$ cat src/rtl/armleocpu_axi_fifo_slice.sv
// armleocpu_axi_fifo_slice
// ------------------------
// AXI4 channel buffer between an AXI host (upstream) and an AXI client
// (downstream). Each of the five channels has its own buffer, sized by its
// DEPTH parameter:
//   0         -> combinational passthrough (wires only)
//   1         -> single register with a full flag (1 beat per 2 cycles)
//   2^k, k>=1 -> circular FIFO (1 beat per cycle)
// Forward channels (AW, W, AR) push from upstream and pop to downstream.
// Reverse channels (B, R) push from downstream and pop to upstream.
//
// Handshake semantics on every channel and every side: a beat transfers on a
// rising clk edge where valid and ready are both high. For buffered channels
// out_valid and in_ready come from registered state only (in_ready is also
// forced low while rst_n is low), so neither depends combinationally on the
// opposite side. A pushed beat is first visible at the output one cycle later
// (no fall-through), and the output payload is held steady while it waits.
//
// Ports:
//   clk, rst_n                 clock (rising edge), synchronous active-low reset
//   upstream_axi_aw*/w*/ar*    requests from the host (inputs except *ready)
//   upstream_axi_b*/r*         responses to the host (outputs except *ready)
//   downstream_axi_aw*/w*/ar*  requests to the client (outputs except *ready)
//   downstream_axi_b*/r*       responses from the client (inputs except *ready)
//   idle                       high when every buffered channel is empty

// Single-channel buffer. The storage style is chosen by DEPTH; the rest of
// the slice only sees a valid/ready/data interface plus an empty flag.
module armleocpu_axi_fifo_slice_buf #(
    parameter int WIDTH = 8,
    parameter int DEPTH = 2
) (
    input  logic             clk,
    input  logic             rst_n,
    input  logic             in_valid,
    output logic             in_ready,
    input  logic [WIDTH-1:0] in_data,
    output logic             out_valid,
    input  logic             out_ready,
    output logic [WIDTH-1:0] out_data,
    output logic             empty
);

    generate
        if (DEPTH == 0) begin : g_pass
            assign out_valid = in_valid;
            assign in_ready  = out_ready;
            assign out_data  = in_data;
            // A wire holds nothing, so it never holds the slice busy.
            assign empty     = 1'b1;

            logic unused_pass;
            assign unused_pass = clk ^ rst_n;
        end else if (DEPTH == 1) begin : g_reg
            logic             full_q;
            logic             full_d;
            logic [WIDTH-1:0] data_q;
            logic [WIDTH-1:0] data_d;

            // Accept only when empty: push and pop are mutually exclusive,
            // which keeps in_ready free of any path from out_ready.
            assign in_ready  = rst_n && !full_q;
            assign out_valid = full_q;
            assign out_data  = data_q;
            assign empty     = !full_q;

            always_comb begin
                full_d = full_q;
                data_d = data_q;
                if (in_valid && in_ready) begin
                    full_d = 1'b1;
                    data_d = in_data;
                end else if (full_q && out_ready) begin
                    full_d = 1'b0;
                end
            end

            always_ff @(posedge clk) begin
                if (!rst_n) begin
                    full_q <= 1'b0;
                end else begin
                    full_q <= full_d;
                end
            end

            // Payload storage is intentionally left out of reset.
            always_ff @(posedge clk) begin
                data_q <= data_d;
            end
        end else begin : g_fifo
            localparam int PTR_W = $clog2(DEPTH);
            localparam int CNT_W = PTR_W + 1;
            localparam logic [CNT_W-1:0] FULL_COUNT = CNT_W'(DEPTH);

            logic [WIDTH-1:0] mem_q [DEPTH];
            logic [PTR_W-1:0] wr_ptr_q;
            logic [PTR_W-1:0] wr_ptr_d;
            logic [PTR_W-1:0] rd_ptr_q;
            logic [PTR_W-1:0] rd_ptr_d;
            logic [CNT_W-1:0] count_q;
            logic [CNT_W-1:0] count_d;
            logic             push;
            logic             pop;

            assign in_ready  = rst_n && (count_q != FULL_COUNT);
            assign out_valid = (count_q != '0);
            assign out_data  = mem_q[rd_ptr_q];
            assign empty     = (count_q == '0);

            assign push = in_valid && in_ready;
            // Handshakes seen while reset is asserted are ignored.
            assign pop  = rst_n && out_valid && out_ready;

            // DEPTH is a power of two, so the pointers wrap D-1 -> 0 by
            // natural overflow of their log2(D) bits.
            always_comb begin
                wr_ptr_d = wr_ptr_q;
                rd_ptr_d = rd_ptr_q;
                count_d  = count_q;
                if (push) begin
                    wr_ptr_d = wr_ptr_q + PTR_W'(1);
                end
                if (pop) begin
                    rd_ptr_d = rd_ptr_q + PTR_W'(1);
                end
                if (push && !pop) begin
                    count_d = count_q + CNT_W'(1);
                end else if (pop && !push) begin
                    count_d = count_q - CNT_W'(1);
                end
            end

            always_ff @(posedge clk) begin
                if (!rst_n) begin
                    wr_ptr_q <= '0;
                    rd_ptr_q <= '0;
                    count_q  <= '0;
                end else begin
                    wr_ptr_q <= wr_ptr_d;
                    rd_ptr_q <= rd_ptr_d;
                    count_q  <= count_d;
                end
            end

            // Storage is written at wr_ptr on push and never reset.
            always_ff @(posedge clk) begin
                if (push) begin
                    mem_q[wr_ptr_q] <= in_data;
                end
            end
        end
    endgenerate

endmodule

module armleocpu_axi_fifo_slice #(
    parameter int ADDR_WIDTH = 32,
    parameter int DATA_WIDTH = 32,
    parameter int ID_WIDTH   = 4,
    parameter int AW_DEPTH   = 2,
    parameter int W_DEPTH    = 2,
    parameter int B_DEPTH    = 2,
    parameter int AR_DEPTH   = 2,
    parameter int R_DEPTH    = 2
) (
    input  logic                    clk,
    input  logic                    rst_n,

    // Upstream (host side, this module is the client)
    input  logic                    upstream_axi_awvalid,
    output logic                    upstream_axi_awready,
    input  logic [ADDR_WIDTH-1:0]   upstream_axi_awaddr,
    input  logic [7:0]              upstream_axi_awlen,
    input  logic [2:0]              upstream_axi_awsize,
    input  logic [1:0]              upstream_axi_awburst,
    input  logic                    upstream_axi_awlock,
    input  logic [ID_WIDTH-1:0]     upstream_axi_awid,
    input  logic [2:0]              upstream_axi_awprot,

    input  logic                    upstream_axi_wvalid,
    output logic                    upstream_axi_wready,
    input  logic [DATA_WIDTH-1:0]   upstream_axi_wdata,
    input  logic [DATA_WIDTH/8-1:0] upstream_axi_wstrb,
    input  logic                    upstream_axi_wlast,

    output logic                    upstream_axi_bvalid,
    input  logic                    upstream_axi_bready,
    output logic [1:0]              upstream_axi_bresp,
    output logic [ID_WIDTH-1:0]     upstream_axi_bid,

    input  logic                    upstream_axi_arvalid,
    output logic                    upstream_axi_arready,
    input  logic [ADDR_WIDTH-1:0]   upstream_axi_araddr,
    input  logic [7:0]              upstream_axi_arlen,
    input  logic [2:0]              upstream_axi_arsize,
    input  logic [1:0]              upstream_axi_arburst,
    input  logic                    upstream_axi_arlock,
    input  logic [ID_WIDTH-1:0]     upstream_axi_arid,
    input  logic [2:0]              upstream_axi_arprot,

    output logic                    upstream_axi_rvalid,
    input  logic                    upstream_axi_rready,
    output logic [1:0]              upstream_axi_rresp,
    output logic [DATA_WIDTH-1:0]   upstream_axi_rdata,
    output logic                    upstream_axi_rlast,
    output logic [ID_WIDTH-1:0]     upstream_axi_rid,

    // Downstream (client side, this module is the host)
    output logic                    downstream_axi_awvalid,
    input  logic                    downstream_axi_awready,
    output logic [ADDR_WIDTH-1:0]   downstream_axi_awaddr,
    output logic [7:0]              downstream_axi_awlen,
    output logic [2:0]              downstream_axi_awsize,
    output logic [1:0]              downstream_axi_awburst,
    output logic                    downstream_axi_awlock,
    output logic [ID_WIDTH-1:0]     downstream_axi_awid,
    output logic [2:0]              downstream_axi_awprot,

    output logic                    downstream_axi_wvalid,
    input  logic                    downstream_axi_wready,
    output logic [DATA_WIDTH-1:0]   downstream_axi_wdata,
    output logic [DATA_WIDTH/8-1:0] downstream_axi_wstrb,
    output logic                    downstream_axi_wlast,

    input  logic                    downstream_axi_bvalid,
    output logic                    downstream_axi_bready,
    input  logic [1:0]              downstream_axi_bresp,
    input  logic [ID_WIDTH-1:0]     downstream_axi_bid,

    output logic                    downstream_axi_arvalid,
    input  logic                    downstream_axi_arready,
    output logic [ADDR_WIDTH-1:0]   downstream_axi_araddr,
    output logic [7:0]              downstream_axi_arlen,
    output logic [2:0]              downstream_axi_arsize,
    output logic [1:0]              downstream_axi_arburst,
    output logic                    downstream_axi_arlock,
    output logic [ID_WIDTH-1:0]     downstream_axi_arid,
    output logic [2:0]              downstream_axi_arprot,

    input  logic                    downstream_axi_rvalid,
    output logic                    downstream_axi_rready,
    input  logic [1:0]              downstream_axi_rresp,
    input  logic [DATA_WIDTH-1:0]   downstream_axi_rdata,
    input  logic                    downstream_axi_rlast,
    input  logic [ID_WIDTH-1:0]     downstream_axi_rid,

    output logic                    idle
);

    // Packed payload widths per channel.
    localparam int AX_W = ADDR_WIDTH + 8 + 3 + 2 + 1 + ID_WIDTH + 3;
    localparam int W_W  = DATA_WIDTH + DATA_WIDTH / 8 + 1;
    localparam int B_W  = ID_WIDTH + 2;
    localparam int R_W  = ID_WIDTH + 2 + DATA_WIDTH + 1;

    logic [AX_W-1:0] aw_in_data;
    logic [AX_W-1:0] aw_out_data;
    logic [W_W-1:0]  w_in_data;
    logic [W_W-1:0]  w_out_data;
    logic [B_W-1:0]  b_in_data;
    logic [B_W-1:0]  b_out_data;
    logic [AX_W-1:0] ar_in_data;
    logic [AX_W-1:0] ar_out_data;
    logic [R_W-1:0]  r_in_data;
    logic [R_W-1:0]  r_out_data;

    logic aw_empty;
    logic w_empty;
    logic b_empty;
    logic ar_empty;
    logic r_empty;

    // ---------------- AW: upstream -> downstream ----------------
    assign aw_in_data = {upstream_axi_awaddr, upstream_axi_awlen, upstream_axi_awsize,
                         upstream_axi_awburst, upstream_axi_awlock, upstream_axi_awid,
                         upstream_axi_awprot};
    assign {downstream_axi_awaddr, downstream_axi_awlen, downstream_axi_awsize,
            downstream_axi_awburst, downstream_axi_awlock, downstream_axi_awid,
            downstream_axi_awprot} = aw_out_data;

    armleocpu_axi_fifo_slice_buf #(.WIDTH(AX_W), .DEPTH(AW_DEPTH)) u_aw (
        .clk       (clk),
        .rst_n     (rst_n),
        .in_valid  (upstream_axi_awvalid),
        .in_ready  (upstream_axi_awready),
        .in_data   (aw_in_data),
        .out_valid (downstream_axi_awvalid),
        .out_ready (downstream_axi_awready),
        .out_data  (aw_out_data),
        .empty     (aw_empty)
    );

    // ---------------- W: upstream -> downstream ----------------
    assign w_in_data = {upstream_axi_wdata, upstream_axi_wstrb, upstream_axi_wlast};
    assign {downstream_axi_wdata, downstream_axi_wstrb, downstream_axi_wlast} = w_out_data;

    armleocpu_axi_fifo_slice_buf #(.WIDTH(W_W), .DEPTH(W_DEPTH)) u_w (
        .clk       (clk),
        .rst_n     (rst_n),
        .in_valid  (upstream_axi_wvalid),
        .in_ready  (upstream_axi_wready),
        .in_data   (w_in_data),
        .out_valid (downstream_axi_wvalid),
        .out_ready (downstream_axi_wready),
        .out_data  (w_out_data),
        .empty     (w_empty)
    );

    // ---------------- B: downstream -> upstream ----------------
    assign b_in_data = {downstream_axi_bid, downstream_axi_bresp};
    assign {upstream_axi_bid, upstream_axi_bresp} = b_out_data;

    armleocpu_axi_fifo_slice_buf #(.WIDTH(B_W), .DEPTH(B_DEPTH)) u_b (
        .clk       (clk),
        .rst_n     (rst_n),
        .in_valid  (downstream_axi_bvalid),
        .in_ready  (downstream_axi_bready),
        .in_data   (b_in_data),
        .out_valid (upstream_axi_bvalid),
        .out_ready (upstream_axi_bready),
        .out_data  (b_out_data),
        .empty     (b_empty)
    );

    // ---------------- AR: upstream -> downstream ----------------
    assign ar_in_data = {upstream_axi_araddr, upstream_axi_arlen, upstream_axi_arsize,
                         upstream_axi_arburst, upstream_axi_arlock, upstream_axi_arid,
                         upstream_axi_arprot};
    assign {downstream_axi_araddr, downstream_axi_arlen, downstream_axi_arsize,
            downstream_axi_arburst, downstream_axi_arlock, downstream_axi_arid,
            downstream_axi_arprot} = ar_out_data;

    armleocpu_axi_fifo_slice_buf #(.WIDTH(AX_W), .DEPTH(AR_DEPTH)) u_ar (
        .clk       (clk),
        .rst_n     (rst_n),
        .in_valid  (upstream_axi_arvalid),
        .in_ready  (upstream_axi_arready),
        .in_data   (ar_in_data),
        .out_valid (downstream_axi_arvalid),
        .out_ready (downstream_axi_arready),
        .out_data  (ar_out_data),
        .empty     (ar_empty)
    );

    // ---------------- R: downstream -> upstream ----------------
    assign r_in_data = {downstream_axi_rid, downstream_axi_rresp, downstream_axi_rdata,
                        downstream_axi_rlast};
    assign {upstream_axi_rid, upstream_axi_rresp, upstream_axi_rdata,
            upstream_axi_rlast} = r_out_data;

    armleocpu_axi_fifo_slice_buf #(.WIDTH(R_W), .DEPTH(R_DEPTH)) u_r (
        .clk       (clk),
        .rst_n     (rst_n),
        .in_valid  (downstream_axi_rvalid),
        .in_ready  (downstream_axi_rready),
        .in_data   (r_in_data),
        .out_valid (upstream_axi_rvalid),
        .out_ready (upstream_axi_rready),
        .out_data  (r_out_data),
        .empty     (r_empty)
    );

    // Built purely from registered occupancy, so it is safe for clock-gating
    // decisions; passthrough channels report empty and drop out of the AND.
    assign idle = aw_empty && w_empty && b_empty && ar_empty && r_empty;

endmodule

$ cat config.mk
export PLATFORM = sky130hd
export DESIGN_NAME = armleocpu_axi_fifo_slice
export DESIGN_NICKNAME = d
export VERILOG_FILES = /design/src/rtl/armleocpu_axi_fifo_slice.sv
export SDC_FILE = /design/constraint.sdc
export NUM_CORES = 1
export LEC_CHECK = 0
export ABC_AREA = 1
export CAP_MARGIN = 20
export CORE_MARGIN = 4
export CORE_UTILIZATION = 35
export CTS_BUF_LIST = sky130_fd_sc_hd__clkbuf_4 sky130_fd_sc_hd__clkbuf_8
export CTS_CLUSTER_DIAMETER = 30
export DETAILED_ROUTE_END_ITERATION = 8
export DONT_BUFFER_PORTS = 1
export GPL_ROUTABILITY_DRIVEN = 0
export PLACE_DENSITY = 0.6
export SYNTH_ARGS = -nofsm -noshare
export SYNTH_HDL_FRONTEND = slang
export SYNTH_SLANG_ARGS = --single-unit
export TNS_END_PERCENT = 1
$ cat constraint.sdc
create_clock -name clk -period 7.4 [get_ports clk]
set_input_delay 1.11 -clock clk [delete_from_list [all_inputs] [get_ports clk]]
set_output_delay 1.11 -clock clk [all_outputs]
set_load 0.02 [all_outputs]
==> out/metrics.yaml, run 1 <==
finalSetupTns_ps: 0
wire_per_inst_um: 20.9
max_freq_mhz: 295
grt_overflow: 0
cts-root-buf: "clkbuf_8"
report.final.slew_viol_count: 0
diodes: 0
cts_tree: "built"
clockBufferDepth: 3
grt_pass1_wl_um: 45400
antenna_left: 0
clkTransAtPathRegs_ps: 50
maxCapViolCount: 0
power_leakage_nw: 5.98
die_y_um: 215
synth.yosys.seq_area_share: 0.786
timing.final.ws_setup_ps: 4020
ys_seq_elements: 401
synthDistinctLibCells: 19
post_cts_buffers: 0
start_util: 0.356
synthTopCellsByArea: "edfxtp_1, mux2_2, dfxtp_1"
hpwlAfterDp_um: 20100
drive_above_1_share: 0.388
holdBufCountCts: 0
cts_num_sinks: 401
syn_inst: 788
core_um2: 42100
grt_pass1_vias: 7360
rsz0062_at_grt: "false"
path_class: "reg2out"
yosys.area.top_type: "edfxtp_1"
synth_area_per_cell_um2: 19.0
hold_viol: 0
fillers: 3676
dieWidth_um: 215
grt_use_met1: 0.124
drc: 0
dieArea_um2: 46300
io-pin-count: 399
skew_ps: 26.6
startpoint_type: "register"
worst_skew_pair.late_latency_ps: 650
end_kind: "output pin"
pre_cts_ws_ps: 4480
grt_max_degree: 54
vdd_drop_max_mv: 0.217
required_ps: 6290
min_period_ps: 3380
power.density_nw_per_um2: 326
worstMarginPinSlew_ps: 1080
routed_wirelength_um: 30800
yosys_warnings: 0
final_common_cell: "edfxtp_1"
outcome: "finished clean"
syn-cell-area_um2: 15000
holdCritPathClass: "reg2reg"
top_usage_layer: "met2"
cts_resized: 0
routed_via_density: 4.71
grtUsageMet2: 0.219
syn-num-nets: 993
grt_util_met3: 0.0843
grt_usage: 0.130
io_buffers: 0
drt_iter0_markers: 403
fin_total_pwr_mw: 5.70
period_share: 0.457
dr.pass1.iters: 5
layout.nets: 1069
area_growth_pct: 16.8
final_cell_mix: "edfxtp_1, mux2_2, clkbuf_8"
ctsHtreeMaxLevel: 3
cts_made_buffers: 87
synth_top_area_frac: 0.752
fp-row-count: 75
crit_fanout: 6
crit_arrival_ps: 2270
vias: 6930
antenna_found_initial: 0
setup_viol: 0
max-slew-margin-rel: 0.280
## path summary, 6_finish.rpt
kind | depth (start not counted) | endpoint | slack, ps | startpoint
max | 5 | idle | 4020 | u_aw.g_fifo.count_q[0]
min | 3 | register | 520 | u_b.g_fifo.rd_ptr_q
max reg2reg | 5 | u_aw.g_fifo.mem_q[0][13] | 5550 | u_aw.g_fifo.count_q[0]
min reg2reg | 3 | register | 520 | u_b.g_fifo.rd_ptr_q
## area by class of cell
type,count,area [µm²],area share
Tap cell,539,674,0.0385
Multi-Input combinational cell,316,2820,0.161
Sequential cell,401,11800,0.673
Clock buffer,112,1400,0.0798
Timing Repair Buffer,11,108,0.00614
Clock inverter,46,547,0.0312
Inverter,47,176,0.0101
## metal layers
metal	vias to the layer above	part of all wire
met5	-	0
met4	0	0.032
met3	70	0.13
met2	297	0.51
met1	3405	0.33
li1	3158	-
## cell usage after synthesis
cell / number
edfxtp_1: 376
mux2_2: 169
nand2_1: 51
inv_1: 46
nor2_1: 31
dfxtp_1: 25
mux2_4: 19
buf_6: 17
nand3_1: 12
a21oi_1: 10
nand4_1: 10
ha_1: 5
o21ai_0: 5
buf_4: 4
nand3_2: 3
buf_2: 2
buf_8: 1
inv_2: 1
nor3_1: 1
## cells by family (layout without fill, tap and decap cells)
family,after synthesis,in the layout,share of synthesized area
flops,401,401,0.786
mux,188,188,0.146
simple gates,108,108,0.0310
buf+inv,71,216,0.0282
compound gates,15,15,0.00500
fa+ha+maj,5,5,0.00417
## critical path, stage by stage (launching register included)
cell and delay (ps):
dfxtp_1 300, inv_1 140, nand2_1 350, nor2_1 200, nand2_1 90, nor3_1 560
## flip-flops by register name, indices dropped and copies added (netlist names), 2 cells and up, named ones only
name and flops:
u_r.g_fifo.mem_q 78, u_aw.g_fifo.count_q 2, u_b.g_fifo.count_q 2, u_b.g_fifo.mem_q 12, u_ar.g_fifo.count_q 2, u_ar.g_fifo.mem_q 106
u_w.g_fifo.count_q 2, u_r.g_fifo.count_q 2, u_w.g_fifo.mem_q 74, u_aw.g_fifo.mem_q 106
## through the flow
| step | hold slack (ps) | area, µm² | cells | util |
|---|---|---|---|---|
| 2_1_floorplan | 490 | 15000 | 788 | - |
| 3_3_place_gp | 497 | 15500 | 1312 | 0.369 |
| 3_5_place_dp | 507 | 15600 | 1314 | 0.370 |
| 4_1_cts | 453 | 17500 | 1472 | 0.416 |
| 5_1_grt | 457 | 17500 | 1472 | 0.416 |
| 6_report | 516 | 17500 | 1472 | 0.416 |
## power breakdown
part | switching [mW] | internal, mW
combinational | 0.314 | 0.135
clock | 0.982 | 1.63
sequential | 0.0379 | 2.60
total | 1.33 | 4.37
No activity file was read; power rests on OpenSTA's default activity.
==> run 2: changes to the inputs <==
==> constraint.sdc (replaced) <==
create_clock -name clk -period 3.3 [get_ports clk]
set_input_delay 0.495 -clock clk [delete_from_list [all_inputs] [get_ports clk]]
set_output_delay 0.495 -clock clk [all_outputs]
set_load 0.02 [all_outputs]
==> out/metrics.yaml, run 2 (synthesis results as in run 1) <==
wire_per_inst_um: 19.8  # -5.5%
internal-power_mw: 10.1  # +130%
report.final.slew_viol_count: 0  # unchanged
min_period_ps: 2900
drive_above_1_share: 0.330  # -0.0576
ctsHtreeMaxLevel: 3  # unchanged
area_growth_pct: 30.0
drc: 0  # unchanged
whs_path_depth: 3  # unchanged
clockBufferDepth: 3  # unchanged
die_y_um: 215  # unchanged
power.density_nw_per_um2: 675  # +110%
rsz0062_at_grt: "false"
r2r-start: "u_r.g_fifo.count_q[0]"
fillers: 3570  # -2.9%
setup_viol: 0  # unchanged
rr_endpoint: "u_r.g_fifo.mem_q[0][1]"
clkTransAtPathRegs_ps: 50  # about the same
startpoint_type: "register"
routed_via_density: 4.66  # -1.0%
max_freq_mhz: 344
antenna_left: 0  # unchanged
maxCapViolCount: 0  # unchanged
p_clk_frac: 0.457  # -0.002
end_kind: "output pin"
reg2reg_depth: 5  # unchanged
fin_total_pwr_mw: 13.2  # +130%
cts_resized: 0  # unchanged
hold_path_end: "u_b.g_fifo.wr_ptr_q"
skew_ps: 20.9  # -5.69 ps
holdCritPathClass: "in2reg"
cts_num_sinks: 401  # unchanged
hpwlAfterDp_um: 21100  # +4.7%
outcome: "finished clean"
worstMarginPinSlew_ps: 894  # -186 ps
io_buffers: 0  # unchanged
grt_pass1_vias: 8444  # +15%
routed_wirelength_um: 33000  # +7.2%
swShare: 0.237  # +0.00267
holdWs_ps: 105  # -411 ps
io-pin-count: 399  # unchanged
vias: 7780  # +12%
path_class: "reg2out"
core_um2: 42100  # unchanged
reg2reg_slack_ps: 1470  # -4080 ps
antenna_found_initial: 2  # +2
p_sw_mw: 3.11  # +130%
grt_max_degree: 54  # unchanged
dieWidth_um: 215  # unchanged
worst_skew_pair.late_latency_ps: 630  # -20 ps
hp-start: "downstream_axi_bvalid"
power_leakage_nw: 6.82  # +14%
largestRegisters: "u_ar.g_fifo.mem_q x106, u_aw.g_fifo.mem_q x106, u_r.g_fifo.mem_q x78"
cts-root-buf: "clkbuf_8"
grt_overflow: 0  # unchanged
dr.pass1.iters: 4  # -1
crit_arrival_ps: 2410  # +140 ps
cts_tree: "built"
finalCoreUtilization: 0.463  # +0.0472
power_frac_seq: 0.448  # -0.015
layout.nets: 1263  # +18%
final_common_cell: "edfxtp_1"
crit_fanout: 6  # unchanged
fp-row-count: 75  # unchanged
cts_made_buffers: 90  # +3.4%
grt_pass1_wl_um: 50100  # +10%
final_cell_mix: "edfxtp_1, dlygate4sd3_1, mux2_2"
drt_iter0_markers: 480  # +19%
dieArea_um2: 46300  # unchanged
p_comb_frac: 0.095  # +0.016
max-slew-margin-rel: 0.406  # +0.126
hold_viol: 0  # unchanged
grt_usage: 0.140  # +0.0106
start_util: 0.356  # unchanged
required_ps: 2800  # -3490 ps
vdd_drop_max_mv: 0.433  # +100%
period_share: 0.880
==> run 2: changes by cell type in the layout (fill, tap and decap cells not counted), moves of 4 or more <==
cell and delta:
clkbuf_4 -7, clkbuf_8 +7, clkinv_1 -4, clkinv_2 +8
dlygate4sd3_1 +189
==> run 2: worst max-delay path by stage <==
stage / end / startpoint / cells after the start / slack [ps]
3_5_place_dp: idle / u_aw.g_fifo.count_q[0] / 5 / 1030
5_1_grt: idle / u_ar.g_fifo.count_q[0] / 5 / 190
4_1_cts: idle / u_aw.g_fifo.count_q[0] / 5 / 290
2_1_floorplan: u_aw.g_fifo.mem_q[0][0] / rst_n / 3 / -160
6_report: idle / u_aw.g_fifo.count_q[0] / 5 / 400
3_3_place_gp: idle / u_aw.g_fifo.count_q[0] / 5 / 1040
==> run 2: metal layers <==
layer	GRT usage	part of all wire	vias up
met5	0	0	-
met2	0.233	0.50	330
met4	0.0588	0.027	0
li1	-	-	3551
met1	0.155	0.38	3845
met3	0.0677	0.094	54
==> run 2: stage by stage <==
step | setup slack, ps | instances | cell area (µm²) | TNS (ps)
3_3_place_gp | 1040 | 1316 | 15600 | 0
6_report | 396 | 1670 | 19500 | 0
2_1_floorplan | -164 | 788 | 15000 | -8680
3_5_place_dp | 1030 | 1316 | 15600 | 0
4_1_cts | 286 | 1668 | 19500 | 0
5_1_grt | 189 | 1670 | 19500 | 0
==> run 2: what timing repair did <==
item | in CTS | in global routing
setup buffers | 0 | 0
hold buffers | 189 | 0
hold endpoints to repair | 396 | 0
==> run 2: power groups by stage <==
stage          clock network [mW]  logic, mW  registers [mW]
2_1_floorplan                   0      0.877            5.98
3_3_place_gp                    0       1.04            5.99
3_5_place_dp                    0       1.04            6.01
4_1_cts                      6.22       1.27            5.90
5_1_grt                      6.51       1.34            5.92
6_report                     6.02       1.25            5.90
==> run 2: layout make-up <==
cell class | instances | area [µm²] | share of cell area
Timing Repair Buffer | 202 | 2010 | 0.103
Multi-Input combinational cell | 316 | 2820 | 0.145
Antenna cell | 2 | 5.00 | 0.000257
Clock inverter | 51 | 579 | 0.0297
Sequential cell | 401 | 11800 | 0.605
Clock buffer | 112 | 1440 | 0.0739
Tap cell | 539 | 674 | 0.0346
Inverter | 47 | 176 | 0.00904
==> run 2: critical path, cell delays in order, from the launching register on <==
cell and delay, ps:
dfxtp_1 300, inv_1 130, nand2_1 260, nor2_1 480, nand2_1 100, nor3_1 500
==> run 3: changes to the inputs <==
==> constraint.sdc (replaced) <==
create_clock -name clk -period 3.7 [get_ports clk]
set_input_delay 0.555 -clock clk [delete_from_list [all_inputs] [get_ports clk]]
set_output_delay 0.555 -clock clk [all_outputs]
set_load 0.02 [all_outputs]
==> out/metrics.yaml, run 3 (synthesis results as in run 1) <==
core_um2: 42100  # unchanged
routed_wirelength_um: 32400  # -1.9%
fp-row-count: 75  # unchanged
grt_usage: 0.137  # -0.00278
io-pin-count: 399  # unchanged
finalSetupTns_ps: 0  # unchanged
start_util: 0.356  # unchanged
power.density_nw_per_um2: 583  # -14%
swShare: 0.243  # +0.00692
grt_max_degree: 54  # unchanged
max_freq_mhz: 357
drive_above_1_share: 0.315  # -0.0149
cts_tree: "built"
skew_ps: 19.1  # -1.73 ps
wire_per_inst_um: 19.5  # -1.2%
largestRegisters: "u_ar.g_fifo.mem_q x106, u_aw.g_fifo.mem_q x106, u_r.g_fifo.mem_q x78"
routed_via_density: 4.66  # about the same
p_comb_frac: 0.098  # +0.003
final_cell_mix: "edfxtp_1, dlygate4sd3_1, mux2_2"
reg2reg_slack_ps: 1740  # +270 ps
crit_fanout: 6  # unchanged
antenna_found_initial: 0  # -2
layout.nets: 1259  # -0.32%
outcome: "finished clean"
placed_area_um2: 15600  # about the same
rsz0062_at_grt: "false"
hpwlAfterDp_um: 20300  # -3.5%
min_period_ps: 2800
worstMarginPinSlew_ps: 1000  # +111 ps
cts_made_buffers: 84  # -6.7%
maxCapViolCount: 0  # unchanged
diodes: 0  # -2
area_growth_pct: 28.5
vdd_drop_max_mv: 0.380  # -12%
startpoint_type: "register"
setup_viol: 0  # unchanged
clockBufferDepth: 3  # unchanged
grt_overflow: 0  # unchanged
dieArea_um2: 46300  # unchanged
drt_iter0_markers: 490  # +2.1%
cts-root-buf: "clkbuf_8"
hold_path_end: "u_ar.g_fifo.count_q[0]"
r2r-start: "u_aw.g_fifo.count_q[0]"
reg2reg_depth: 5  # unchanged
hp-start: "rst_n"
required_ps: 3140  # +340 ps
path_class: "reg2out"
report.final.slew_viol_count: 0  # unchanged
antenna_left: 0  # unchanged
hold_viol: 0  # unchanged
final_common_cell: "edfxtp_1"
crit_arrival_ps: 2250  # -160 ps
dieWidth_um: 215  # unchanged
stdcell_area_um2: 19300  # -1.1%
vias: 7726  # -0.69%
io_buffers: 0  # unchanged
clkTransAtPathRegs_ps: 50  # about the same
power_frac_seq: 0.469  # +0.021
die_y_um: 215  # unchanged
worst_skew_pair.late_latency_ps: 640  # about the same
internal-power_mw: 8.51  # -15%
drc: 0  # unchanged
grt_pass1_vias: 8485  # +0.49%
power_leakage_nw: 6.71  # -1.6%
p_clk_frac: 0.433  # -0.024
grt_pass1_wl_um: 49400  # -1.4%
ctsHtreeMaxLevel: 3  # unchanged
whs_path_depth: 2  # -1
dr.pass1.iters: 4  # unchanged
period_share: 0.758
max-slew-margin-rel: 0.330  # -0.0756
rr_endpoint: "u_aw.g_fifo.mem_q[1][44]"
cts_num_sinks: 401  # unchanged
holdCritPathClass: "in2reg"
end_kind: "output pin"
p_sw_mw: 2.74  # -12%
==> run 3: worst max path at each step <==
| stage | start | to | slack [ps] | cells after the start |
|---|---|---|---|---|
| global placement | u_aw.g_fifo.count_q[0] | idle | 1490 | 5 |
| finish | u_aw.g_fifo.count_q[0] | idle | 900 | 5 |
| global route | u_aw.g_fifo.count_q[0] | idle | 630 | 5 |
| floorplan | rst_n | u_ar.g_fifo.mem_q[0][0] | 180 | 3 |
| detailed placement | u_aw.g_fifo.count_q[0] | idle | 1490 | 5 |
| CTS | u_aw.g_fifo.count_q[0] | idle | 750 | 5 |
==> run 3: cell type report <==
type | instances | area, µm²
well taps | 539 | 674
repair buffers | 204 | 2030
clock buffers | 99 | 1280
fillers | 3559 | 22800
multi-input cells | 316 | 2820
flip-flops and latches | 401 | 11800
inverters | 47 | 176
clock inverters | 52 | 510
==> run 3: stage by stage <==
step                      std cells   util  power [mW]  hold WS, ps  setup WS [ps]
after floorplan                 788      -        6.12          490            176
after global placement         1316  0.369        6.26          502           1490
after detailed placement       1317  0.370        6.28          513           1490
after CTS                      1657  0.457        11.4         9.80            753
after global routing           1658  0.458        11.8         54.8            634
final                          1658  0.458        11.2          113            897
==> run 3: power by group through the flow <==
stage | sequential (mW) | clock (mW) | combinational [mW]
global route | 5.29 | 5.31 | 1.18
floorplan | 5.34 | 0 | 0.782
finish | 5.27 | 4.87 | 1.10
CTS | 5.27 | 5.05 | 1.12
global placement | 5.36 | 0 | 0.902
detailed placement | 5.37 | 0 | 0.913
==> run 3: metal layers <==
metal  routed length (µm)  up-vias  GRT usage
met1                12000     3835      0.148
met4                  844        0     0.0631
met2                16500      311      0.233
met3                 3050       52     0.0617
li1                     -     3528          -
met5                    0        -          0
==> run 3: critical path, cell delays in order, from the launching register on <==
cell     delay (ps)
dfxtp_1         300
inv_1           130
nand2_1         310
nor2_1          210
nand2_1          80
nor3_1          600
==> run 3: what timing repair did <==
action	4_1_cts	5_1_grt
endpoints found under the hold margin	394	0
hold buffers	189	0
setup buffers	0	0
gates resized for setup	0	0
